<file path="config.mk">
export PLATFORM = sky130hd
export DESIGN_NAME = write_stage_flat
export DESIGN_NICKNAME = d
export VERILOG_FILES = /design/src/rtl/write_stage_pkg.sv /design/src/rtl/execute_to_write_if.sv /design/src/rtl/write_stage_regfile_writer.sv /design/src/rtl/write_stage.sv /design/src/flat_wrapper.sv
export SDC_FILE = /design/constraint.sdc
export NUM_CORES = 1
export LEC_CHECK = 0
export ABC_AREA = 1
export CAP_MARGIN = 15
export CORE_MARGIN = 8
export CORE_UTILIZATION = 30
export DETAILED_ROUTE_END_ITERATION = 6
export GPL_ROUTABILITY_DRIVEN = 0
export PLACE_DENSITY_LB_ADDON = 0.12
export SYNTH_ARGS = -nofsm -noshare
export SYNTH_HDL_FRONTEND = slang
export SYNTH_SLANG_ARGS = --single-unit
</file>
<file path="constraint.sdc">
create_clock -name clock -period 4.95 [get_ports clock]
set_input_delay 0.495 -clock clock [delete_from_list [all_inputs] [get_ports clock]]
set_output_delay 0.495 -clock clock [all_outputs]
set_load 0.01 [all_outputs]
</file>
<file path="src/rtl/write_stage_pkg.sv">
`default_nettype none
// +----------------------------------------------------------------------------+
// | Module : write_stage_pkg                                                   |
// | Brief  : Architectural register types shared by the pipeline stages.       |
// | Rev    : 1.0                                                               |
// +----------------------------------------------------------------------------+
package write_stage_pkg;

  localparam int NR     = 4;
  localparam int RIDX_W = $clog2(NR);

  typedef logic [4:0]              regind_t;
  typedef logic [31:0]             regval_t;
  typedef logic [NR-1:0][31:0]     regfile_t;

  localparam regfile_t ZeroRegFile = '0;
  localparam regind_t  Flags       = 5'd3;
  localparam regind_t  PC          = 5'd2;
  localparam regind_t  NR_IDX      = regind_t'(NR);

  typedef enum logic [0:0] {
    IDLE  = 1'b0,
    STORE = 1'b1
  } write_state_t;

  // Register 0 and out-of-range indices read as zero.
  function automatic regval_t read_reg(input regfile_t rf, input regind_t d);
    regval_t v;
    v = '0;
    if (d != 5'd0 && d < NR_IDX) v = rf[d[RIDX_W-1:0]];
    return v;
  endfunction

endpackage
`default_nettype wire

</file>
<file path="src/rtl/execute_to_write_if.sv">
`default_nettype none
// +----------------------------------------------------------------------------+
// | Module : execute_to_write_if                                               |
// | Brief  : Execute-to-write handshake bundle; write stage owns hold.         |
// | Rev    : 1.0                                                               |
// +----------------------------------------------------------------------------+
interface execute_to_write_if;
  import write_stage_pkg::*;

  regval_t     pc;
  regval_t     adjustment;
  regval_t     destination_value;
  regind_t     destination;
  logic [3:0]  flags;
  logic        destination_is_memory;
  logic        has_flushed;
  logic        is_valid;
  logic        hold;

  modport write_in (
    input  pc, adjustment, destination_value, destination, flags,
           destination_is_memory, has_flushed, is_valid,
    output hold
  );

  modport write_out (
    output pc, adjustment, destination_value, destination, flags,
           destination_is_memory, has_flushed, is_valid,
    input  hold
  );
endinterface
`default_nettype wire

</file>
<file path="src/rtl/write_stage_regfile_writer.sv">
`default_nettype none
// +----------------------------------------------------------------------------+
// | Module : regfile_writer                                                    |
// | Brief  : Next-state register file for one retiring slot.                   |
// | Rev    : 1.0                                                               |
// +----------------------------------------------------------------------------+
module regfile_writer
  import write_stage_pkg::*;
#(
  parameter int unsigned PC_STEP = 4
) (
  input  regfile_t    cur,
  input  regind_t     dest,
  input  regval_t     value,
  input  logic [3:0]  flags,
  input  regval_t     pc,
  input  logic        is_store,
  output regfile_t    nxt
);

  logic w_reg_write;

  assign w_reg_write = !is_store && (dest != 5'd0) && (dest < NR_IDX);

  always_comb begin
    nxt = cur;
    // Flags and PC always advance; an explicit write to either overrides it.
    if (w_reg_write && dest == Flags) nxt[Flags]      = value;
    else                              nxt[Flags][3:0] = flags;
    if (w_reg_write && dest == PC)    nxt[PC]         = value;
    else                              nxt[PC]         = pc + regval_t'(PC_STEP);
    if (w_reg_write && dest != Flags && dest != PC)
      nxt[dest[RIDX_W-1:0]] = value;
  end

endmodule
`default_nettype wire

</file>
<file path="src/rtl/write_stage.sv">
`default_nettype none
// +----------------------------------------------------------------------------+
// | Module : write_stage                                                       |
// | Brief  : Final stage: retires results, owns regfile, issues stores.        |
// | Rev    : 1.0                                                               |
// +----------------------------------------------------------------------------+
module write_stage
  import write_stage_pkg::*;
#(
  parameter int unsigned PC_STEP = 4,
  parameter int unsigned MEM_AW  = 32
) (
  input  logic              clock,
  input  logic              reset_n,
  execute_to_write_if.write_in ew,
  output regfile_t          registers,
  output logic              pc_redirect,
  output logic [31:0]       redirect_target,
  output logic [MEM_AW-1:0] mem_address,
  output logic [31:0]       mem_writedata,
  output logic              mem_write,
  input  logic              mem_waitrequest,
  output logic [31:0]       retired_count
);

  write_state_t      r_state;
  regfile_t          r_regs;
  regfile_t          w_next_regs;
  logic              r_pc_redirect;
  regval_t           r_redirect_target;
  logic [MEM_AW-1:0] r_mem_address;
  regval_t           r_mem_writedata;
  logic              r_mem_write;
  logic [31:0]       r_retired_count;
  logic              w_accept;
  regval_t           w_store_sum;

  assign w_accept    = (r_state == IDLE) && ew.is_valid && !ew.has_flushed;
  assign w_store_sum = read_reg(r_regs, ew.destination) + ew.adjustment;
  assign ew.hold     = (r_state == STORE);

  regfile_writer #(.PC_STEP(PC_STEP)) u_regfile_writer (
    .cur      (r_regs),
    .dest     (ew.destination),
    .value    (ew.destination_value),
    .flags    (ew.flags),
    .pc       (ew.pc),
    .is_store (ew.destination_is_memory),
    .nxt      (w_next_regs)
  );

  always_ff @(posedge clock or negedge reset_n) begin
    if (!reset_n) begin
      r_state           <= IDLE;
      r_regs            <= ZeroRegFile;
      r_pc_redirect     <= 1'b0;
      r_redirect_target <= '0;
      r_mem_address     <= '0;
      r_mem_writedata   <= '0;
      r_mem_write       <= 1'b0;
      r_retired_count   <= '0;
    end else begin
      r_pc_redirect <= 1'b0;
      case (r_state)
        IDLE: begin
          if (w_accept) begin
            r_regs          <= w_next_regs;
            r_retired_count <= r_retired_count + 32'd1;
            if (ew.destination_is_memory) begin
              r_mem_address   <= w_store_sum[MEM_AW-1:0];
              r_mem_writedata <= ew.destination_value;
              r_mem_write     <= 1'b1;
              r_state         <= STORE;
            end else if (ew.destination == PC) begin
              r_pc_redirect     <= 1'b1;
              r_redirect_target <= ew.destination_value;
            end
          end
        end
        STORE: begin
          if (r_mem_write && !mem_waitrequest) begin
            r_mem_write <= 1'b0;
            r_state     <= IDLE;
          end
        end
        default: r_state <= IDLE;
      endcase
    end
  end

  assign registers       = r_regs;
  assign pc_redirect     = r_pc_redirect;
  assign redirect_target = r_redirect_target;
  assign mem_address     = r_mem_address;
  assign mem_writedata   = r_mem_writedata;
  assign mem_write       = r_mem_write;
  assign retired_count   = r_retired_count;

endmodule
`default_nettype wire
</file>
<file path="src/flat_wrapper.sv">
// flat-port wrapper written by rule: the top's interface ports become plain ports
module write_stage_flat import write_stage_pkg::*;
#(
  parameter int unsigned PC_STEP = 4,
  parameter int unsigned MEM_AW  = 32
)
  (clock, reset_n, registers, pc_redirect, redirect_target, mem_address, mem_writedata, mem_write, mem_waitrequest, retired_count, ew_pc, ew_adjustment, ew_destination_value, ew_destination, ew_flags, ew_destination_is_memory, ew_has_flushed, ew_is_valid, ew_hold);
  execute_to_write_if ew_i ();
  input  logic clock;
  input  logic reset_n;
  output regfile_t registers;
  output logic pc_redirect;
  output logic [31:0] redirect_target;
  output logic [MEM_AW-1:0] mem_address;
  output logic [31:0] mem_writedata;
  output logic mem_write;
  input  logic mem_waitrequest;
  output logic [31:0] retired_count;
  input wire logic [$bits(ew_i.pc)-1:0] ew_pc;
  input wire logic [$bits(ew_i.adjustment)-1:0] ew_adjustment;
  input wire logic [$bits(ew_i.destination_value)-1:0] ew_destination_value;
  input wire logic [$bits(ew_i.destination)-1:0] ew_destination;
  input wire logic [$bits(ew_i.flags)-1:0] ew_flags;
  input wire logic [$bits(ew_i.destination_is_memory)-1:0] ew_destination_is_memory;
  input wire logic [$bits(ew_i.has_flushed)-1:0] ew_has_flushed;
  input wire logic [$bits(ew_i.is_valid)-1:0] ew_is_valid;
  output wire logic [$bits(ew_i.hold)-1:0] ew_hold;
  assign ew_i.pc = ew_pc;
  assign ew_i.adjustment = ew_adjustment;
  assign ew_i.destination_value = ew_destination_value;
  assign ew_i.destination = ew_destination;
  assign ew_i.flags = ew_flags;
  assign ew_i.destination_is_memory = ew_destination_is_memory;
  assign ew_i.has_flushed = ew_has_flushed;
  assign ew_i.is_valid = ew_is_valid;
  assign ew_hold = ew_i.hold;
  write_stage #(.PC_STEP(PC_STEP), .MEM_AW(MEM_AW)) u_core (.clock(clock), .reset_n(reset_n), .ew(ew_i), .registers(registers), .pc_redirect(pc_redirect), .redirect_target(redirect_target), .mem_address(mem_address), .mem_writedata(mem_writedata), .mem_write(mem_write), .mem_waitrequest(mem_waitrequest), .retired_count(retired_count));
endmodule
</file>
* After elaboration in Yosys (flattened, before gate mapping)
Cells that the tools add are included.
** Storage, ports and cells
- Bits in registers :: 259
- Input port bits :: 111
- Output and inout port bits :: 259
- Word-level logic and storage cells :: 68
** Cells by class
- $add $sub $neg :: 3
- $lt $le $gt $ge :: 3
- Equality and inequality tests :: 7
- Mux-type cells :: 22
- Bitwise gates (word level) :: 2
- Reductions and logical operators :: 20
** Operators by type and width (number)
- $bwmux 128 :: 1
- $mux 128 :: 1
- $mux 32 :: 4
- $bmux 32 s2 :: 1
- $demux 32 s2 :: 1
- $add 32x1->32 const B :: 1
- $add 32x3->32 const B :: 1
- $add 32x32->32 :: 1
- $mux 28 :: 1
- $logic_and 1x1->1 :: 11
- $eq 5x2->1 const B :: 2
- $mux 1 :: 10
- $ne 5x2->1 const B :: 2
- $reduce_and 3->1 :: 3
- $lt 5x3->1 const B :: 1
- $reduce_bool 5->1 :: 1
- $mux 4 :: 1
- $ne 2x2->1 const B :: 2
- $pmux 1 s2 :: 2
- $reduce_and 4->1 :: 1
- $logic_not 1->1 :: 3
- $lt 2x3->1 const B :: 1
- $ge 2x1->1 const B :: 1
- $ne 2x1->1 const B :: 1
- other kinds (2) :: 3

* Depth between registers and ports, before layout
Gate-level depths: netlist of run 1.
- Depth after elaboration :: 7
- Gate-level depth with buffers :: 21
- Gate-level depth less buffers :: 20

* Cells and area by module
Synthesis of run 1 repeated with hierarchy kept, for this count alone.
** Second synthesis, totals
- Cell total of the unflattened synthesis :: 2368
- Area total of the unflattened synthesis :: 15987.8 um^2
** Modules (own cells, without submodules)
- write_stage :: times used 1, cells each 1887, area an instance 13716.9 um^2, sequential area each 6481.2 um^2
- regfile_writer :: times used 1, cells each 481, area an instance 2270.9 um^2, sequential area each 0.0 um^2

* Worst setup path before layout of run 1
No wires, ideal clock.
- Path type :: input to register
- Start point :: in ew_destination[1]
- End point :: reg u_core.r_mem_address[28], in the netlist u_core.mem_address[28]
- Setup time :: 0.118 ns
- Data arrival time :: 2.509 ns
- Data required time :: 4.832 ns
- Slack :: 2.323 ns
- Cell stages on the path :: 19
- Buffers on the path :: 2
- Cells stage by stage :: nand2_1 -> inv_2 -> buf_4 -> buf_2 -> nand2_1 -> o21ai_0 -> a221oi_1 -> nor2_1 -> ha_1 -> nand2_1 -> nor2_1 -> inv_1 -> nor2_1 -> and2_1 -> nand2_1 -> nand2_1 -> nand2_1 -> nand3_1 -> nand2_1
** On the way
- Longest elaborated chain between the ends :: 4
- Elaborated cells between the ends (all ways) :: 7
- Classes of those cells :: add/sub: 1; order compare: 1; mux: 3; reduce/logical: 2
** Ends and longest elaborated chain
- start, declared :: line flat_wrapper.sv:22 : input wire logic [$bits(ew_i.destination)-1:0] ew_destination;
- $lt 5x3->1 (tied with other cells) :: line write_stage_pkg.sv:30 : if (d != 5'd0 && d < NR_IDX) v = rf[d[RIDX_W-1:0]];
- $logic_and 1x1->1 or $mux 32 (tied branches) :: line write_stage_pkg.sv:30
- $mux 32 (*) :: line write_stage_pkg.sv:30
- $add 32x32->32 (*) :: line write_stage.sv:39 : assign w_store_sum = read_reg(r_regs, ew.destination) + ew.adjustment;
- end signal, assigned :: line write_stage.sv:70 : r_mem_address <= w_store_sum[MEM_AW-1:0];
- end, declared :: line write_stage.sv:31 : logic [MEM_AW-1:0] r_mem_address;
Every way passes the cells marked *; elsewhere a longest branch is shown, timed or not. The select of a mux whose other input is x is not followed.
A chain may end at the register's enable or synchronous reset.

* Worst setup path after layout of run 1
- Start point :: in ew_destination[1]
- End point :: reg u_core.r_mem_address[12], in the netlist u_core.mem_address[12]
Same word-level chain as after synthesis.

==> impl_metrics.yaml, run 1 <==
clock_network:
  cts_sinks: 259
  cts_tree: "done"
  cts_buffer_depth: 3
  cts_setup_buffers: 0
  clk_pin_slew_ps: 50
  ctsRootBufferMaster: "clkbuf_16"
  cts_max_level: 2
  cts_made_buffers: 34
  clk_latency_ps: 550
  cts_resized: 0
  hold_buffers: 0
sta:
  maxSlewHeadroom_pct: 30.13
  finalClockSkew_ps: 18.14
  setup_violations: 0
  rsz0062_at_grt: "false"
  finalCritPeriodShare_pct: 69.28
  worst_pin_slew_ps: 1048
  max_freq_ghz: 0.2916
  finalMaxSlewViolations: 0
  finalHoldViolCount: 0
  timing.final.crit_period_ps: 3429
  setup_tns_ps: 0
synthesis:
  synth.top_cell.area_share_pct: 45.79
  synth_compound_area_share_pct: 12.17
  synth_top_family_by_area: "simple AND/OR/NAND/NOR gates"
  ys.flop_type: "dfrtp_1"
  synth_mux_area_share_pct: 0
  netlist_instances: 1873
  synthTopCellsByArea: "dfrtp_1, nand2_1, inv_1, o21ai_0, nor2_1"
  async_flop_share_pct: 100.0
  ys_seq_area_share_pct: 45.79
  synth_common_cells: "nand2_1, dfrtp_1, inv_1"
  synth_fa_ha_area_share_pct: 3.058
  synth_edf_count: 0
  synth-simple-area-share_pct: 27.01
  synth.most_common_cell: "nand2_1"
  avgSynthCellArea_um2: 7.557
  syn_nets: 2018
  netlist_area_mm2: 0.01415
  synth_seq_cells: 259
  synthDistinctLibCells: 46
  synth_top_area_cell: "dfrtp_1"
  synthXorXnorAreaFrac_pct: 2.846
  ys_warn_count: 0
finish:
  fin_nets: 2343
  area_growth_pct: 37.93
  drive_above_1_share_pct: 5.313
  antenna_cells: 0
  regArea_mm2: 0.006481
  fin_area_mm2: 0.01952
  fillers: 4657
  fin_util_pct: 41.94
  multi_input_area_mm2: 0.006396
worst_setup_path:
  ff2ff_setup_slack_ps: 2310
  critPathKind: "primary input to flip-flop"
  crit_path_end: "u_core.mem_address[12]"
  crit_chain: "clkdlybuf4s50_1 -> nor2_2 -> buf_4 -> nor2_1 -> inv_1 -> buf_4 -> a2111oi_0 -> ha_1 -> fa_1 -> nand3_1 -> nand3_1 -> nand3_1 -> nand3_1 -> or2_2 -> nand3_1 -> nand2_1"
  critPathLaunchType: "primary input"
  crit_start: "ew_destination[1]"
  required_ps: 5380
  crit_top_cell: "nand3_1"
  r2r_end: "u_core.mem_address[27]"
  crit_fanout: 31
  reg2reg_from: "u_core.registers[72]"
  cp-end-kind: "flip-flop"
  cp.arrival_ps: 3860
  r2r_cells: 14
  crit_slowest_cell: "clkdlybuf4s50_1"
  slowest_delay_ps: 530
route:
  wl_um: 58020
  drt_pass1_iterations: 5
  via_count: 13577
  ant_nets: 0
  viasPerCell: 4.801
  detail_route.iter0.violations: 939
  route.detailed.drc: 0
  wl_per_cell_um: 20.52
global_route:
  grt_overflow_total: 0
  grt_antenna_before_repair: 2
  grt_start_max_net_pins: 123
  globalRouteTotalUtil_pct: 20.89
  grt_pass1_vias: 13423
  grt_pass1_wl_um: 85940
pwr:
  vdd_drop_max_mv: 0.2606
  leakagePower_nw: 9.298
  pwr_density_cell_mw_per_mm2: 422.1
placed_design:
  dp_hpwl_um: 44930
  io_buffers: 369
  placed_cell_area_mm2: 0.01835
run:
  max_cap_violations: 0
die:
  die_w_um: 233.2
  die_h_um: 233.2
  start_util_pct: 30.40
  die-area_mm2: 0.05439
  num_rows: 79
  ios: 370
  core_area_mm2: 0.04656
hold_path:
  hold_path_class: "primary input to async pin"
status:
  status: "finished, final reports clean"
-- cell families (layout without fill, tap and decap cells) --
logic type	Yosys count	after routing
AOI/OAI and AO/OA	301	301
xor gates and xnor gates	46	46
adders and majority gates	34	34
buffers and inverters	333	681
DFF	259	259
and+or+nand+nor	900	900
-- worst min path at each step --
stage / slack, ps / endpoint / depth (start not counted)
2_1_floorplan: 200 / async pin / 0
3_3_place_gp: 390 / flip-flop / 0
3_5_place_dp: 390 / flip-flop / 0
4_1_cts: 100 / u_core.ew.hold / 1
5_1_grt: 110 / u_core.ew.hold / 1
6_report: 40 / u_core.ew.hold / 1
-- layout by cell type, fill, tap and decap left out, types with 15 or more instances in the layout --
cell             Yosys  layout
o21ai_0             95      95
inv_1              231     231
ha_1                33      33
xnor2_1             21      21
a221oi_1            15      15
a22oi_1             28      28
xor2_1              25      25
clkdlybuf4s50_1      0     368
nor2_1             123     121
dfrtp_1            259     259
nand3_1             77      77
a21oi_1             55      55
nand4_1             20      20
nor3_1              26      26
o21ai_1             72      72
nand2_1            605     604
clkbuf_16            0      37
-- report_power, final --
| group | internal (mW) | total, mW | switching (mW) |
|---|---|---|---|
| logic | 1.27 | 2.56 | 1.29 |
| clock network | 1.62 | 2.62 | 0.996 |
| registers | 2.63 | 3.06 | 0.436 |
-- worst max-delay path, delay by kind of cell --
| family | cells | cell delay, ps |
|---|---|---|
| fa+ha+maj | 2 | 680 |
| simple gates | 9 | 1230 |
| compound gates | 1 | 150 |
| buf+inv | 4 | 1290 |
-- per-stage QoR --
| step | setup slack [ps] | total power [mW] | hold WS (ps) | std cells |
|---|---|---|---|---|
| 6_report | 1521 | 8.242 | 44.20 | 2828 |
| 5_1_grt | 1125 | 8.698 | 112.1 | 2828 |
| 4_1_cts | 1497 | 8.361 | 103.6 | 2828 |
| 3_5_place_dp | 920.9 | 5.680 | 389.0 | 2769 |
| 3_3_place_gp | 1027 | 5.667 | 388.3 | 2769 |
| 2_1_floorplan | 2323 | 3.967 | 199.4 | 1873 |
-- metal layers --
| metal | vias up | track usage [%] | routed length [um] |
|---|---|---|---|
| met4 | 4 | 6.725 | 1680 |
| met1 | 6420 | 27.61 | 25420 |
| li1 | 6632 | - | - |
| met2 | 445 | 33.01 | 26330 |
| met5 | - | 0 | 20 |
| met3 | 76 | 5.483 | 4566 |
-- layout make-up --
| class | instances | share of cell area (%) |
|---|---|---|
| flip-flops and latches | 259 | 33.20 |
| multi-input cells | 1281 | 32.76 |
| repair buffers | 380 | 19.50 |
| clock buffers | 47 | 5.140 |
| inverters | 242 | 4.659 |
| well taps | 607 | 3.890 |
| clock inverters | 12 | 0.8588 |
Note: power is estimated with default switching activity, not from simulation.
==> inputs of run 2 (changes only) <==
==> constraint.sdc (replaced) <==
create_clock -name clock -period 3.25 [get_ports clock]
set_input_delay 0.325 -clock clock [delete_from_list [all_inputs] [get_ports clock]]
set_output_delay 0.325 -clock clock [all_outputs]
set_load 0.01 [all_outputs]
==> impl_metrics.yaml, run 2 (synthesized netlist as in run 1, its figures left out) <==
clock_network:
  clk_latency_ps: 540
  ctsRootBufferMaster: "clkbuf_16"
  cts_made_buffers: 34
  cts_max_level: 2
  cts_tree: "done"
  cts_sinks: 259
  clk_pin_slew_ps: 50
  cts_buffer_depth: 3
die:
  die-area_mm2: 0.05439
  die_w_um: 233.2
  start_util_pct: 30.40
  core_area_mm2: 0.04656
  ios: 370
  die_h_um: 233.2
  num_rows: 79
pwr:
  seqPwrFrac_pct: 37.2
  clkPwrFrac_pct: 30.8
  power.switching_mw: 4.132
  vdd_drop_max_mv: 0.3812
  pwr_density_cell_mw_per_mm2: 619.2
  fin_total_pwr_mw: 12.48
  p_int_mw: 8.344
  switching_share_pct: 33.12
  p_comb_share_pct: 32.0
  leakagePower_nw: 9.670
worst_setup_path:
  reg2reg_from: "u_core.registers[66]"
  critPathKind: "primary input to flip-flop"
  r2r_end: "u_core.mem_address[9]"
  slowest_delay_ps: 580
  crit_fanout: 5
  critical_path_buf_inv_count: 2
  path_depth: 14
  crit_family: "simple AND/OR/NAND/NOR gates"
  crit_slowest_cell: "clkdlybuf4s50_1"
  critPathLaunchType: "primary input"
  ff2ff_setup_slack_ps: 660
  required_ps: 3670
  crit_chain: "clkdlybuf4s50_1 -> nor2_2 -> nor2_1 -> inv_1 -> a2111oi_2 -> ha_1 -> fa_1 -> nand3_1 -> nand3_1 -> nand2_1 -> a21oi_1 -> o21ai_0 -> nand3_1 -> nand2_1"
  cp-end-kind: "flip-flop"
  cp.arrival_ps: 3320
  r2r_cells: 13
  crit_top_cell: "nand3_1"
finish:
  final_common_cell: "nand2_1"
  fin_nets: 2415
  post_layout_nonfiller_instances: 2901
  antenna_cells: 0
  area_growth_pct: 42.35
  fin_area_mm2: 0.02015
  fillers: 4731
  drive_above_1_share_pct: 8.370
  layout_common_cells: "nand2_1, clkdlybuf4s50_1, dfrtp_1, inv_1, nor2_1"
route:
  ant_nets: 0
  wl_um: 58030
  route.detailed.drc: 0
  drt_pass1_iterations: 7
  via_count: 13768
  wl_per_cell_um: 20.00
  detail_route.iter0.violations: 856
  viasPerCell: 4.746
sta:
  finalHoldViolCount: 0
  setup_violations: 0
  finalCritPeriodShare_pct: 89.15
  finalMaxSlewViolations: 0
  worst_pin_slew_ps: 805.5
  finalClockSkew_ps: 11.90
  rsz0062_at_grt: "false"
  timing.final.crit_period_ps: 2897
  max_freq_ghz: 0.3452
  maxSlewHeadroom_pct: 46.30
placed_design:
  placed_cell_area_mm2: 0.01900
  io_buffers: 369
  dp.cells: 2840
  dp_hpwl_um: 46310
global_route:
  grt_antenna_before_repair: 2
  grt_overflow_total: 0
  grt_start_max_net_pins: 91
  grt_pass1_vias: 13832
  globalRouteTotalUtil_pct: 20.94
  grt_pass1_wl_um: 86600
status:
  status: "finished, final reports clean"
hold_path:
  hold_path_class: "primary input to async pin"
run:
  max_cap_violations: 0
## run 2: cell count changes in the layout (fill, tap and decap cells not counted), moves of 2 or more
cell,change
clkinv_4,-2
clkbuf_8,+3
inv_6,+2
buf_4,+62
clkbuf_16,-3
clkinvlp_4,+2
buf_12,+9
## run 2: power groups by stage
stage | clock [mW] | combinational, mW | sequential, mW
after floorplan | 0 | 1.15 | 4.89
after CTS | 3.96 | 4.06 | 4.64
after global routing | 4.08 | 4.33 | 4.76
after detailed placement | 0 | 4.03 | 4.69
final | 3.84 | 3.99 | 4.65
after global placement | 0 | 4.03 | 4.67
## run 2: metal layers
layer | vias up | global-route usage (%) | wire length [um]
met2 | 390 | 33.92 | 26900
met4 | 4 | 6.022 | 1511
met1 | 6513 | 27.56 | 25720
met5 | - | 0 | 27
met3 | 74 | 4.998 | 3872
li1 | 6787 | - | -
## run 2: how the worst max path moves through the flow
| stage | start | endpoint |
|---|---|---|
| floorplan | ew_destination[1] | u_core.mem_address[28] |
| global placement | ew_destination[1] | u_core.mem_address[16] |
| detailed placement | ew_destination[1] | u_core.mem_address[16] |
| CTS | ew_destination[1] | u_core.mem_address[16] |
| global route | ew_destination[1] | u_core.mem_address[16] |
| finish | ew_destination[1] | u_core.mem_address[16] |
## run 2: final cells by class
class	instances	area, um^2	share of cell area [%]
flip-flops and latches	259	6481	32.17
clock inverters	14	168.9	0.8383
inverters	242	909.6	4.514
clock buffers	46	965.9	4.794
repair buffers	452	4462	22.14
well taps	607	759.5	3.769
multi-input cells	1281	6402	31.77
## run 2: repair_timing
action,CTS,global route
gates resized for setup,0,2
hold buffers,1,0
setup buffers,0,0
setup endpoints to repair,0,20
hold endpoints to repair,85,0
## run 2: stage by stage
step                worst slack [ps]  hold slack (ps)  TNS [ps]  utilization, %
floorplan                      792.8            29.41         0               -
global placement              -453.5            390.0     -7573           40.81
detailed placement            -511.4            391.5     -9337           40.81
CTS                            47.54            354.7         0           43.27
global route                   104.2            377.5         0           43.28
finish                         352.7            391.9         0           43.28
